**src/rtl/pc_unit_pkg.sv**
```systemverilog
// pc_unit shared definitions: widths, vectors, FSM encoding.
// Imported by the next-PC calculator and the PC sequencer top.
package pc_unit_pkg;

  localparam int XLEN = 32;

  localparam logic [XLEN-1:0] RESET_VEC = 32'h0000_0000;
  localparam logic [XLEN-1:0] TRAP_VEC  = 32'h0000_0100;
  localparam logic [XLEN-1:0] SEQ_STEP  = 32'd4;

  typedef enum logic [1:0] {
    ST_RST  = 2'b00,
    ST_RUN  = 2'b01,
    ST_HALT = 2'b10,
    ST_TRAP = 2'b11
  } pc_state_e;

  // A redirect target is unusable when it is not word aligned in bit 1.
  function automatic logic tgt_misaligned(
    input logic [XLEN-1:0] tgt
  );
    return tgt[1];
  endfunction

endpackage

```
**src/rtl/pc_unit_next_pc_calc.sv**
```systemverilog
// next_pc_calc: selects sequential, branch or jump target.
// Purely combinational; flags misaligned redirect targets.
module next_pc_calc
  import pc_unit_pkg::*;
(
  input  logic [XLEN-1:0] i_pc,
  input  logic [XLEN-1:0] i_imm,
  input  logic [XLEN-1:0] i_rs1,
  input  logic            i_branch,
  input  logic            i_jal,
  input  logic            i_jalr,
  input  logic            i_zero,
  output logic [XLEN-1:0] o_next_pc,
  output logic            o_misalign
);

  logic [XLEN-1:0] w_seq;
  logic [XLEN-1:0] w_rel;
  logic [XLEN-1:0] w_jsum;
  logic [XLEN-1:0] w_jtgt;
  logic            w_take;
  logic            w_redir;

  assign w_seq  = i_pc + SEQ_STEP;
  assign w_rel  = i_pc + i_imm;
  assign w_jsum = i_rs1 + i_imm;
  assign w_jtgt = {w_jsum[XLEN-1:1], 1'b0};
  assign w_take = i_branch & i_zero;

  // Several control bits may be high at once; jalr wins, then jal.
  always_comb begin
    o_next_pc = w_seq;
    w_redir   = 1'b0;
    priority case (1'b1)
      i_jalr: begin
        o_next_pc = w_jtgt;
        w_redir   = 1'b1;
      end
      i_jal: begin
        o_next_pc = w_rel;
        w_redir   = 1'b1;
      end
      w_take: begin
        o_next_pc = w_rel;
        w_redir   = 1'b1;
      end
      default: begin
        o_next_pc = w_seq;
        w_redir   = 1'b0;
      end
    endcase
  end

  assign o_misalign = w_redir & tgt_misaligned(o_next_pc);

endmodule

```
**src/rtl/pc_unit.sv**
```systemverilog
// pc_unit: PC register, fetch handshake, trap/halt FSM and
// retired-instruction counter for the single-cycle core.
module pc_unit
  import pc_unit_pkg::*;
#(
  parameter logic [31:0] RESET_VECTOR = RESET_VEC,
  parameter logic [31:0] TRAP_VECTOR  = TRAP_VEC
) (
  input  logic        sys_clk,
  input  logic        sys_rst_n,
  input  logic        branch,
  input  logic        jal,
  input  logic        jalr,
  input  logic        zero,
  input  logic [31:0] imm,
  input  logic [31:0] rs1,
  input  logic        stall,
  input  logic        halt_req,
  input  logic        resume,
  input  logic        if_ack,
  output logic [31:0] pc,
  output logic [31:0] pc_plus4,
  output logic        if_req,
  output logic        trap,
  output logic [31:0] trap_pc,
  output logic [31:0] instret,
  output logic [1:0]  state
);

  pc_state_e   r_state;
  logic [31:0] r_pc;
  logic [31:0] r_trap_pc;
  logic [31:0] r_instret;
  logic        r_if_req;
  logic        r_trap;

  logic [31:0] w_next_pc;
  logic        w_misalign;
  logic        w_fire;

  next_pc_calc u_npc (
    .i_pc       (r_pc),
    .i_imm      (imm),
    .i_rs1      (rs1),
    .i_branch   (branch),
    .i_jal      (jal),
    .i_jalr     (jalr),
    .i_zero     (zero),
    .o_next_pc  (w_next_pc),
    .o_misalign (w_misalign)
  );

  assign w_fire = (r_state == ST_RUN) & r_if_req
                & if_ack & ~stall;

  always_ff @(posedge sys_clk or negedge sys_rst_n) begin
    if (!sys_rst_n) begin
      r_state   <= ST_RST;
      r_pc      <= RESET_VECTOR;
      r_trap_pc <= '0;
      r_instret <= '0;
      r_if_req  <= 1'b0;
      r_trap    <= 1'b0;
    end else begin
      r_trap <= 1'b0;
      unique case (r_state)
        ST_RST: begin
          r_state  <= ST_RUN;
          r_if_req <= 1'b1;
        end
        ST_RUN: begin
          if (w_fire) begin
            r_instret <= r_instret + 32'd1;
            // A faulting redirect beats a pending halt request.
            if (w_misalign) begin
              r_pc      <= TRAP_VECTOR;
              r_trap_pc <= w_next_pc;
              r_trap    <= 1'b1;
              r_state   <= ST_TRAP;
              r_if_req  <= 1'b0;
            end else begin
              r_pc <= w_next_pc;
              if (halt_req) begin
                r_state  <= ST_HALT;
                r_if_req <= 1'b0;
              end
            end
          end
        end
        ST_HALT: begin
          if (resume) begin
            r_state  <= ST_RUN;
            r_if_req <= 1'b1;
          end
        end
        ST_TRAP: begin
          r_state  <= ST_RUN;
          r_if_req <= 1'b1;
        end
      endcase
    end
  end

  assign pc       = r_pc;
  assign pc_plus4 = r_pc + 32'd4;
  assign if_req   = r_if_req;
  assign trap     = r_trap;
  assign trap_pc  = r_trap_pc;
  assign instret  = r_instret;
  assign state    = r_state;

endmodule

```
**config.mk**
```make
export PLATFORM = sky130hd
export DESIGN_NAME = pc_unit
export DESIGN_NICKNAME = d
export VERILOG_FILES = /design/src/rtl/pc_unit_pkg.sv /design/src/rtl/pc_unit_next_pc_calc.sv /design/src/rtl/pc_unit.sv
export SDC_FILE = /design/constraint.sdc
export NUM_CORES = 1
export LEC_CHECK = 0
export CORE_AREA = 2 2 165 119
export CTS_BUF_LIST = sky130_fd_sc_hd__clkbuf_16
export DETAILED_ROUTE_END_ITERATION = 8
export DIE_AREA = 0 0 167 121
export PLACE_DENSITY_LB_ADDON = 0.2
export SYNTH_ARGS = -nofsm -noshare
export SYNTH_HDL_FRONTEND = slang
export SYNTH_SLANG_ARGS = --single-unit
```
**constraint.sdc**
```tcl
create_clock -name sys_clk -period 2.7 [get_ports sys_clk]
set_clock_uncertainty 0.1 [all_clocks]
set_input_delay 0.54 -clock sys_clk [delete_from_list [all_inputs] [get_ports sys_clk]]
set_output_delay 0.54 -clock sys_clk [all_outputs]
set_load 0.05 [all_outputs]
```
==> metrics.txt <==
I/O pins 206; Power Density 275 nW/um^2; Final ANT Viol Nets 0; number of max-cap violations 0; Die H 121 um; Crit-path slowest cell dfrtp_2; Syn. warnings 0; Clock Tree Buf Depth 2; post-layout util 0.840; Reg2Reg Setup Slack -220 ps; TritonCTS clock tree yes; Place WS -931 ps; #FFs+latches synth 100; reg2reg path depth 13; Req. time, crit path 2060 ps; cell count after synthesis 1,012; DR vias/cell 6.03; grt total ovfl 0; Startpoint Class register; crit path kind reg2out; Post-synth EDFFs 0; syn avg cell area just over 8 sq um; Largest stage delay, worst path 440 ps; f_max 328 MHz; crit path from pc[2]; initial antenna violation count 0; H-tree depth reported by CTS 3; failing checks negative hold slack, negative setup slack; clock share of power 0.305; Pre-antenna DRT Iters 5; largest cells by area after synthesis dfrtp_1, ha_1, xnor2_1; Inserted Clock Buffers 9; Initial Util 0.453; worst hold path class in2async; ys flop type dfrtp_1; R2R Path End pc[30]; worst-margin pin slew between 700 and 800 ps; CP Cell Sequence ha_4, nand4_1, buf_4, or3_4, nor2_2, buf_6, xor2_4, buf_12; placed inst area 13,600 sq um; vias in the first global route 10.4k; Ant. Diodes 0; Clock transition at path regs roughly 70 ps; CORE AREA between 15,000 and 20,000 sq um; Clk Tree Root Cell clkbuf_16; GPL Wtd Cong 0.986; CTS Hold Buffers Added 0; status complete, but fails checks; P_leak ~0.0070 uW; Routed WL 40,500 um; vias 10.8k; Net Sw Power 1450 uW; post-synth top area share 0.298; area grow syn2layout 85.3%; Cell Int Power 2840 uW; drt drc 0; fin. max-slew vios 0; CP Max Fanout 3; logic gate share of total power 0.346; Std-Cell Rows 42; first-pass GRT wire length ~57,000 um; Reg-to-Reg Start pc[11]; final hold viol count 1; Synth cell types 80; Peak VDD IR between 0.2 and 0.3 mV; Syn Nets 1,151; Mapped Area about 8400 sq um; switching part of the total 0.338; PnR worst setup slack -351 ps; Die Wd 167 um; CP top delay family simple AND/OR/NAND/NOR gates; Critical Path AT about 2400 ps; crit path time final between 3000 and 4000 ps; total track usage 0.365; routed len/inst approximately 23 um; Hold WS -0.310 ps; Final period util 1.13; share of synthesized flip-flops with an asynchronous set or reset 1.00; worst skew pair latency 360 ps; largest net degree at the start of global routing 55; initial DRC count 1,017; post-route cell area between 15,000 and 20,000 sq um; clk sink count 100; dpl hpwl 28,300 um; CP Buf/Inv Count 3; share of layout cells above drive strength 1 0.451; setup violators final 61; die footprint just over 20,000 sq um; RSZ-0062 raised after global routing yes; Layout Nets 1,683; I/O Buffers roughly 200; Seq/Total Area, Yosys 0.298; worst setup path end pc_plus4[16]; total stage count of the critical path 8; sequential share of power 0.349; leading area contributor after synthesis dfrtp_1; total power draw roughly 4300 uW; crit end category output port; Max-slew headroom 0.518
worst reg2reg max path, stage by stage, from the launching register on:
cell	delay (ps)
dfrtp_2	430
buf_4	160
ha_2	360
nor2_1	60
nor2_2	140
o41ai_4	90
buf_4	170
buf_4	140
a2111o_1	350
o211ai_1	170
xnor2_1	170
o21ai_1	90
a221oi_1	260
o21ai_1	100
sequential cells by signal, summed over array words and instances, names as in the netlist:
name,cells
trap_pc,32
if_req,1
pc,32
state,2
trap,1
instret,32
placed cells by master (no fill, tap or decap), types with 7 or more instances in the layout:
master	count
xor2_4	7
o21ai_0	44
nor2_2	10
buf_12	30
dfrtp_1	76
a21oi_1	54
xnor2_4	10
o21ai_2	19
clkbuf_2	10
nand3_1	23
a21o_1	22
buf_2	14
xor2_1	20
xnor2_2	12
o21ai_1	26
a22o_1	11
ha_1	28
o21a_1	10
o211ai_1	17
nor3_1	12
nand2b_1	7
nand4_1	33
clkbuf_16	9
a21oi_2	24
buf_6	32
dfrtp_2	22
clkdlybuf4s15_2	9
nand2_1	121
nor2_1	51
clkdlybuf4s50_1	125
nor2b_1	7
and3_1	10
dlygate4sd2_1	13
inv_1	21
xnor2_1	53
buf_4	326
ha_4	33
worst min-delay path by stage:
stage	startpoint	end	depth (start not counted)
floorplan	sys_rst_n	if_req	0
global placement	instret[31]	instret[31]	1
detailed placement	instret[31]	instret[31]	1
CTS	sys_rst_n	instret[31]	1
global route	sys_rst_n	instret[30]	1
finish	sys_rst_n	instret[31]	1
timing repair:
action | in CTS | in global routing
endpoints found under the hold margin | 0 | 0
setup buffers | 47 | 25
resized for setup | 293 | 139
setup endpoints to repair | 76 | 73
pin swaps | 122 | 103
cells by family (layout without fill, tap and decap cells):
kind of cell | count (synthesis) | after routing | synth area share
AOI/OAI and AO/OA | 310 | 310 | 0.239
xor gates and xnor gates | 108 | 108 | 0.113
adders and majority gates | 65 | 65 | 0.0985
buffers and inverters | 67 | 604 | 0.0323
DFF | 100 | 100 | 0.298
muxes | 15 | 15 | 0.0192
and+or+nand+nor | 347 | 347 | 0.200
power by group through the flow:
| stage | logic (uW) | clock network (uW) | registers, uW |
|---|---|---|---|
| 3_3_place_gp | 1210 | 0 | 1530 |
| 4_1_cts | 1350 | 1290 | 1500 |
| 5_1_grt | 1550 | 1360 | 1500 |
| 3_5_place_dp | 1230 | 0 | 1530 |
| 6_report | 1480 | 1310 | 1500 |
| 2_1_floorplan | 579 | 0 | 1530 |
through the flow:
| stage | instances | setup TNS [ps] | hold WS [ps] |
|---|---|---|---|
| floorplan | 1012 | -142 | 144 |
| global placement | 1712 | -39160 | 362 |
| global route | 1791 | -12080 | 18.8 |
| CTS | 1770 | -4410 | 7.13 |
| detailed placement | 1712 | -43620 | 362 |
| finish | 1791 | -7920 | -0.310 |
area by class of cell:
type / count / area, sq um
Multi-Input combinational cell: 845 / 7310
Timing Repair Buffer: 563 / 5050
Fill cell: 1029 / 2970
Sequential cell: 100 / 2540
Tap cell: 242 / 303
Clock buffer: 9 / 225
Inverter: 25 / 98.8
Clock inverter: 7 / 61.3
cells in the mapped netlist, types with 10 or more instances:
cell and n:
nand2_1 134, and3_1 15, xnor2_1 75, a21o_1 22, nor3_1 15, inv_1 23
a22o_1 11, o211ai_1 17, xor2_1 32, o21a_1 11, ha_1 63, clkbuf_1 29
nand3_1 32, a211oi_1 10, nand4_1 33, dfrtp_1 100, a21oi_1 82, nor2_1 64
o21ai_0 80
metal layers:
layer / GRT usage / share of wire / wire, um
met1: 0.481 / 0.39 / 15700
met2: 0.591 / 0.45 / 18200
met3: 0.0701 / 0.099 / 4010
met4: 0.152 / 0.063 / 2530
met5: 0 / 0 / 0
Note: power is estimated with default switching activity, not from simulation.
